File: src/rtl/cpu_pkg.sv
// Shared definitions for the 8-bit CPU datapath.
//   - Condition codes used by the branch resolver and the ALU flag logic
//   - Branch/PC unit FSM state encoding
//   - Default datapath widths
package cpu_pkg;

  localparam int DATA_W_DEF = 8;
  localparam int ADDR_W_DEF = 8;

  localparam logic [2:0] COND_NEVER  = 3'b000;
  localparam logic [2:0] COND_EQ     = 3'b001;
  localparam logic [2:0] COND_LT     = 3'b010;
  localparam logic [2:0] COND_LE     = 3'b011;
  localparam logic [2:0] COND_ALWAYS = 3'b100;
  localparam logic [2:0] COND_NE     = 3'b101;
  localparam logic [2:0] COND_GE     = 3'b110;
  localparam logic [2:0] COND_GT     = 3'b111;

  typedef enum logic {
    ST_RUN   = 1'b0,
    ST_FLUSH = 1'b1
  } state_t;

endpackage

File: src/rtl/branch_cond_eval.sv
// Combinational condition evaluator: checks a signed operand against zero
// under a 3-bit condition code.
// Ports:
//   cond  in  3       condition code (cpu_pkg COND_*)
//   test  in  DATA_W  two's-complement operand compared against zero
//   take  out 1       condition holds
module branch_cond_eval
  import cpu_pkg::*;
#(
  parameter int DATA_W = DATA_W_DEF
) (
  input  logic [2:0]        cond,
  input  logic [DATA_W-1:0] test,
  output logic              take
);

  logic is_zero;
  logic is_neg;

  // Sign bit alone decides "negative" for a two's-complement operand.
  assign is_zero = (test == '0);
  assign is_neg  = test[DATA_W-1];

  always_comb begin
    take = 1'b0;
    case (cond)
      COND_NEVER:  take = 1'b0;
      COND_EQ:     take = is_zero;
      COND_LT:     take = is_neg;
      COND_LE:     take = is_neg | is_zero;
      COND_ALWAYS: take = 1'b1;
      COND_NE:     take = ~is_zero;
      COND_GE:     take = ~is_neg;
      COND_GT:     take = ~is_neg & ~is_zero;
      default:     take = 1'b0;
    endcase
  end

endmodule

File: src/rtl/branch_pc_unit.sv
// Branch resolver plus program counter. A taken branch loads the target,
// pulses taken, and opens a flush window during which new requests are
// back-pressured and the PC holds.
//
//   state    | meaning
//   ---------+-------------------------------------------------------
//   ST_RUN   | accepting branches; PC advances on pc_en
//   ST_FLUSH | flush window after a taken branch; br_ready low, PC holds
//
// Ports:
//   clk        in  1       clock, rising edge
//   rst        in  1       synchronous reset, active high
//   br_valid   in  1       branch request present
//   br_ready   out 1       request can be accepted this cycle (from state)
//   br_cond    in  3       condition code
//   br_test    in  DATA_W  signed operand compared against zero
//   br_target  in  ADDR_W  branch destination
//   pc_en      in  1       advance PC by one (fetch step)
//   pc_out     out ADDR_W  program counter (registered)
//   taken      out 1       one-cycle pulse on a taken branch
//   flush      out 1       high for FLUSH_CYCLES cycles after a taken branch
//   taken_cnt  out CNT_W   saturating count of taken branches
module branch_pc_unit
  import cpu_pkg::*;
#(
  parameter int                 DATA_W       = DATA_W_DEF,
  parameter int                 ADDR_W       = ADDR_W_DEF,
  parameter logic [ADDR_W-1:0]  RESET_PC     = '0,
  parameter int                 FLUSH_CYCLES = 2,
  parameter int                 CNT_W        = 16
) (
  input  logic              clk,
  input  logic              rst,
  input  logic              br_valid,
  output logic              br_ready,
  input  logic [2:0]        br_cond,
  input  logic [DATA_W-1:0] br_test,
  input  logic [ADDR_W-1:0] br_target,
  input  logic              pc_en,
  output logic [ADDR_W-1:0] pc_out,
  output logic              taken,
  output logic              flush,
  output logic [CNT_W-1:0]  taken_cnt
);

  // Down-counter is loaded with FLUSH_CYCLES-1 and the window ends on the
  // edge where it reads zero, so flush stays high exactly FLUSH_CYCLES cycles.
  localparam logic [3:0] FLUSH_LOAD = 4'(FLUSH_CYCLES - 1);

  state_t     state;
  logic [3:0] flush_cnt;
  logic       cond_true;
  logic       take_branch;

  branch_cond_eval #(
    .DATA_W (DATA_W)
  ) u_cond (
    .cond (br_cond),
    .test (br_test),
    .take (cond_true)
  );

  assign br_ready    = (state == ST_RUN);
  assign take_branch = br_valid & br_ready & cond_true;

  always_ff @(posedge clk) begin
    if (rst) begin
      state     <= ST_RUN;
      flush_cnt <= '0;
      pc_out    <= RESET_PC;
      taken     <= 1'b0;
      flush     <= 1'b0;
      taken_cnt <= '0;
    end else begin
      case (state)
        ST_RUN: begin
          if (take_branch) begin
            // Target wins over a simultaneous fetch step.
            pc_out    <= br_target;
            taken     <= 1'b1;
            flush     <= 1'b1;
            flush_cnt <= FLUSH_LOAD;
            state     <= ST_FLUSH;
            if (taken_cnt != '1) begin
              taken_cnt <= taken_cnt + CNT_W'(1);
            end
          end else begin
            taken <= 1'b0;
            if (pc_en) begin
              pc_out <= pc_out + ADDR_W'(1);
            end
          end
        end
        ST_FLUSH: begin
          taken <= 1'b0;
          if (flush_cnt == '0) begin
            state <= ST_RUN;
            flush <= 1'b0;
          end else begin
            flush_cnt <= flush_cnt - 4'd1;
          end
        end
        default: begin
          state <= ST_RUN;
          flush <= 1'b0;
          taken <= 1'b0;
        end
      endcase
    end
  end

endmodule
File: config.mk
export PLATFORM = sky130hd
export DESIGN_NAME = branch_pc_unit
export DESIGN_NICKNAME = d
export VERILOG_FILES = /design/src/rtl/cpu_pkg.sv /design/src/rtl/branch_cond_eval.sv /design/src/rtl/branch_pc_unit.sv
export SDC_FILE = /design/constraint.sdc
export NUM_CORES = 1
export LEC_CHECK = 0
export CORE_AREA = 3 3 66 68
export CTS_CLUSTER_DIAMETER = 60
export DETAILED_ROUTE_END_ITERATION = 8
export DIE_AREA = 0 0 69 71
export GPL_ROUTABILITY_DRIVEN = 0
export GPL_TIMING_DRIVEN = 0
export PLACE_DENSITY_LB_ADDON = 0.3
export SLEW_MARGIN = 5
export SYNTH_ARGS = -nofsm -noshare
export SYNTH_HDL_FRONTEND = slang
export SYNTH_SLANG_ARGS = --single-unit
File: constraint.sdc
create_clock -name clk -period 2.9 [get_ports clk]
set_clock_uncertainty 0.15 [all_clocks]
set_input_delay 0.58 -clock clk [delete_from_list [all_inputs] [get_ports clk]]
set_output_delay 0.58 -clock clk [all_outputs]
set_load 0.02 [all_outputs]
-- Word-level counts from Yosys, hierarchy flattened
Cells that the tools add are included.
- flip-flop bits (word level): 31
- word-level logic and storage cells: 48
- output and inout bits: 27
- equality and inequality tests: 11
- reductions and logical operators: 8
- muxes and demuxes: 13
- bitwise logic cells: 7
- add/sub/neg operators: 3
- operators by type and width (operator ; number):
    $add A16 B1 Y16 const B ; 1
    $mux W8 ; 2
    $ne A16 B16 Y1 const B ; 1
    $eq A3 B3 Y1 const B ; 4
    $add A8 B1 Y8 const B ; 1
    $logic_not A8 Y1 ; 1
    $mux W4 ; 2
    $pmux W1 S8 ; 1
    $pmux W4 S2 ; 1
    $eq A3 B2 Y1 const B ; 2
    $pmux W1 S2 ; 3
    $reduce_and A2 Y1 ; 3
    $logic_not A4 Y1 ; 1
    $mux W1 ; 4
    $ne A2 B1 Y1 const B ; 2
    $sub A4 B1 Y4 const B ; 1
    $and A1 B1 Y1 ; 3
    $eq A3 B1 Y1 const B ; 1
    $logic_not A3 Y1 ; 1
    $not A1 Y1 ; 3
    $reduce_and A3 Y1 ; 1
    $ne A2 B2 Y1 const B ; 1
    $reduce_bool A2 Y1 ; 1
    $or A1 B1 Y1 ; 1

-- Longest topological paths before layout
- depth in word-level cells: 7
- gate-level depth with buffers: 7
- gate-level depth less buffers: 6

-- By module
A second synthesis with hierarchy kept.
- cell total of the unflattened synthesis: 193
- area total of the unflattened synthesis: 1635.3 um^2
- modules (own cells, without submodules) (module ; cells an instance ; area an instance (um^2) ; times used ; sequential area each (um^2)):
    branch_pc_unit ; 188 ; 1594.0 ; 1 ; 620.6
    branch_cond_eval ; 5 ; 41.3 ; 1 ; 0.0

-- Worst setup path after synthesis
No wires, ideal clock.
- kind: input-to-reg
- from: in br_test[4]
- to: reg taken_cnt[2]
- slack: 0.627 ns
- data required time: 2.680 ns
- setup time: 0.070 ns
- cell stages on the path: 6
- arrival time: 2.052 ns
- cells stage by stage: nor4b_1 a32oi_1 xor2_1 clkbuf_1 or4_2 a21oi_1
- cells in the longest elaborated chain, start to end: 6
- elaborated cells on any way between the ends: 7
- ends and longest elaborated chain (element ; RTL line ; text):
    start: declaration ; branch_pc_unit.sv:37 ; input logic [DATA_W-1:0] br_test,
    $logic_not A8 Y1 * ; branch_cond_eval.sv:21 ; assign is_zero = (test == '0);
    $not A1 Y1 ; branch_cond_eval.sv:32, branch_cond_eval.sv:34 ;
    $and A1 B1 Y1 ; branch_cond_eval.sv:34 ; COND_GT: take = ~is_neg & ~is_zero;
    $pmux W1 S8 * ; branch_cond_eval.sv:26 ; case (cond)
    $and A1 B1 Y1 * ; branch_pc_unit.sv:64 ; assign take_branch = br_valid & br_ready & cond_true;
    $reduce_and A3 Y1 (no source line) * ; - ;
    end signal: assignment ; branch_pc_unit.sv:85 ; taken_cnt <= taken_cnt + CNT_W'(1);
    end: declaration ; branch_pc_unit.sv:43 ; output logic [CNT_W-1:0] taken_cnt
Mark *: on every way between the ends. The rest lies on a longest branch, timed or not.
A chain may end at the register's enable or synchronous reset.

-- Worst setup path in the final report
- from: in br_test[7]
- to: reg taken_cnt[2]
- cells in the longest elaborated chain, start to end: 6
- elaborated cells on any way between the ends: 8
- ends and longest elaborated chain (element ; RTL line):
    $logic_not A8 Y1 ; branch_cond_eval.sv:21
    $not A1 Y1 ; branch_cond_eval.sv:32, branch_cond_eval.sv:34
    $and A1 B1 Y1 ; branch_cond_eval.sv:34
    $pmux W1 S8 * ; branch_cond_eval.sv:26
    $and A1 B1 Y1 * ; branch_pc_unit.sv:64
    $reduce_and A3 Y1 (no source line) * ; -
Marked as above.

==> summary.txt <==
STA
  • Fin crit share: 91.2%
  • RSZ-0062 raised after global routing: false
  • Final worst setup slack: 0.255 ns
  • Final Setup Violations: 0
  • Slew HR: 55.7%
  • Worst Max-Slew Pin Slew: between 0.6 and 0.7 ns
  • F_max: ~0.38 GHz
  • Period minus WS final: ~2.6 ns
  • Final Max Slew Viols: 0
  • Final Hold Vio Count: 0

Finish
  • # diodes: 0
  • Syn-to-layout area delta: 37.9%
  • Count of nets after finishing: 280
  • Share of cells above drive strength 1: 9.06%
  • Final Instance Area: ~2300 um2

Worst hold path
  • Hold crit path type: flop to flop
  • Hold Path Stages: 2

Yosys
  • Synth async-reset ratio: 0%
  • Sequential-to-total area share from yosys stat: between 30% and 40%
  • Yosys reg bits: 31
  • Warnings, synthesis: 0
  • Synthesized area: around 1700 um2
  • Largest area contributor in the netlist: dfxtp_1
  • Area share of the largest cell type after synthesis: 37.0%
  • Top FF cell, synth: dfxtp_1
  • EDFF count, synth: 0
  • Cell count after synthesis: ~200
  • Top cells by count, synth: dfxtp_1, a21oi_1, nand2_1, nor3_1, or4_1
  • Syn_area_per_cell: approximately 8.5 um2
  • Unique masters post-synth: 43
  • Mapped Nets: around 220
  • Top cells by area, synth: dfxtp_1, a21oi_1, or4_1
  • Top-count cell post-synth: dfxtp_1

Placed design
  • Placed Instance Area: about 2200 um2
  • Detailed Place HPWL: a little over 3 mm
  • Buffers on Ports: 49
  • Pre-CTS setup slack: -0.148 ns

Routing
  • Wirelength, routed: roughly 4.2 mm
  • DRC viols: 0
  • Vias: approximately 1,700
  • 1st-iter DRT viols: 90
  • First-pass DRT Iterations: 4
  • WL/cell: between 10 and 15 um
  • Via/cell ratio: between 5 and 6
  • Routed Antenna Nets: 0

Clock network
  • Postcts setup bufs: 0
  • Root buf cell: clkbuf_8
  • Clock Path Buffers: 2
  • Later-pin clock latency in the skew report: between 0.2 and 0.3 ns
  • # hold bufs at CTS: 0
  • Clock sinks: 31
  • # resized after CTS: 0
  • Clock-pin slew on the worst setup and hold paths: roughly 0.070 ns
  • CTS buffer count: 5
  • CTS tree: built
  • H-tree depth: 2

Status
  • Status: complete, no violations

Setup path
  • CP peak stage delay: roughly 0.67 ns
  • Worst Setup Start Kind: input port
  • Crit. End Element: flop
  • Arr. time, crit path: around 2.7 ns
  • CP Data Required Time: 2.96 ns
  • Top Family by Delay on Critical Path: simple AND/OR/NAND/NOR gates
  • Worst path depth: 7
  • CP Class: input port to flop
  • CP cell instances: clkdlybuf4s50_1 -> nor4b_1 -> a32oi_1 -> xor2_1 -> clkbuf_1 -> or4_2 -> a21oi_1
  • R2R depth: 7
  • CP Max Fanout: 10
  • Buf+Inv Stages, Crit Path: 2
  • CP max-delay cell: or4_2

Die
  • Die Height: a little over 70 um
  • Initial Utilization: roughly 43%
  • Chip Width: 69 um
  • Core Footprint: just under 4000 um2
  • Die Area: about 4900 um2
  • FP Rows: 23
  • # IOs: 50

Global route
  • Tot GR Track Use: between 15 and 20%
  • Pin count of the biggest net entering global routing: 11
  • Grt total ovfl: 0
  • Vias in the first global route: about 1,600
  • Antenna violations before repair: 0
  • First-pass GRT wire length: 7.19 mm

Power and ir drop
  • Power per standard cell area: around 430 nW/um2
  • Peak supply drop: about 0.24 mV
  • Leak: approximately 0.75 nW

Job
  • Max_cap viols: 0
worst paths after layout:
kind	start	to	slack, ns
hold / removal	flush	flush	0.32
setup reg to reg	taken_cnt[0]	taken_cnt[1]	0.43
setup / recovery	br_test[7]	taken_cnt[2]	0.26
hold reg to reg	flush	flush	0.32
stage by stage:
step | cells | setup TNS, ns | hold WS [ns] | total power, mW | utilization, %
after floorplan | 197 | 0 | 0.321 | 0.578 | -
after global placement | 296 | -0.841 | 0.300 | 0.667 | 57.0
after detailed placement | 296 | -1.24 | 0.299 | 0.668 | 57.0
after CTS | 304 | 0 | 0.312 | 1.00 | 59.1
after global routing | 304 | 0 | 0.357 | 1.04 | 59.1
final | 304 | 0 | 0.320 | 0.987 | 59.1
power breakdown:
part / internal [mW] / switching, mW / leakage [nW] / total, mW
Sequential: 0.446 / 0.0196 / 0.252 / 0.465
Combinational: 0.0940 / 0.100 / 0.452 / 0.194
Clock: 0.168 / 0.159 / 0.0422 / 0.327
sequential cells by signal, indices dropped and copies added (netlist names):
name       flops
flush          1
pc_out         8
state          1
flush_cnt      4
taken          1
taken_cnt     16
layout by cell type, fill, tap and decap left out, types with 2 or more instances in the layout:
master           synthesis  final
inv_1                    5      5
and3_2                   2      2
o21ai_0                  4      4
clkbuf_1                 6      7
nand2_1                 12     12
nand2b_1                 2      2
nand3_1                 10     10
and2_1                   2      2
nor2b_1                  5      5
clkdlybuf4s50_1          0     49
nor3_1                  12     12
nor4_1                   4      4
clkbuf_8                 2      7
a211oi_1                 8      8
mux2_2                   3      3
or4_1                   11     11
a21oi_1                 18     18
dfxtp_1                 31     31
o31ai_1                 10     10
ha_1                     4      4
o211ai_1                 2      2
buf_2                    2      2
nor2_1                   8      8
nand4_1                  6      6
and3_1                   2      2
xor2_1                   8      8
cell type report:
class,instances,area [um2]
plain buffers,12,72.6
clock buffers,7,76.3
clock inverters,1,5.00
fillers,396,1600
inverters,5,18.8
multi-input cells,149,967
flip-flops and latches,31,621
well taps,50,62.6
repair buffers,49,490
per-layer routing:
| layer | part of all wire, % | GRT usage (%) |
|---|---|---|
| met1 | 47 | 21.4 |
| met2 | 47 | 30.7 |
| met3 | 4.7 | 5.40 |
| met4 | 0.89 | 5.21 |
| met5 | 0 | 0 |
logic make-up (layout without fill, tap and decap cells):
| logic type | Yosys count | count (layout) | synth area share (%) |
|---|---|---|---|
| XOR/XNOR | 9 | 9 | 4.70 |
| AO/OA/AOI/OAI | 46 | 46 | 17.5 |
| adder cells (fa/ha/maj) | 4 | 4 | 2.98 |
| AND/OR/NAND/NOR | 86 | 86 | 29.8 |
| flip-flops | 31 | 31 | 37.0 |
| buffers and inverters | 17 | 74 | 5.37 |
| multiplexers | 4 | 4 | 2.61 |
worst register-to-register path: cells and delay by family (launching register included):
family,cells,cell delay [ns]
adder cells (fa/ha/maj),1,0.28
AND/OR/NAND/NOR,2,0.37
AO/OA/AOI/OAI,3,0.86
buffers and inverters,1,0.33
flip-flops,1,0.43
Power figures use the tool's default switching activity.
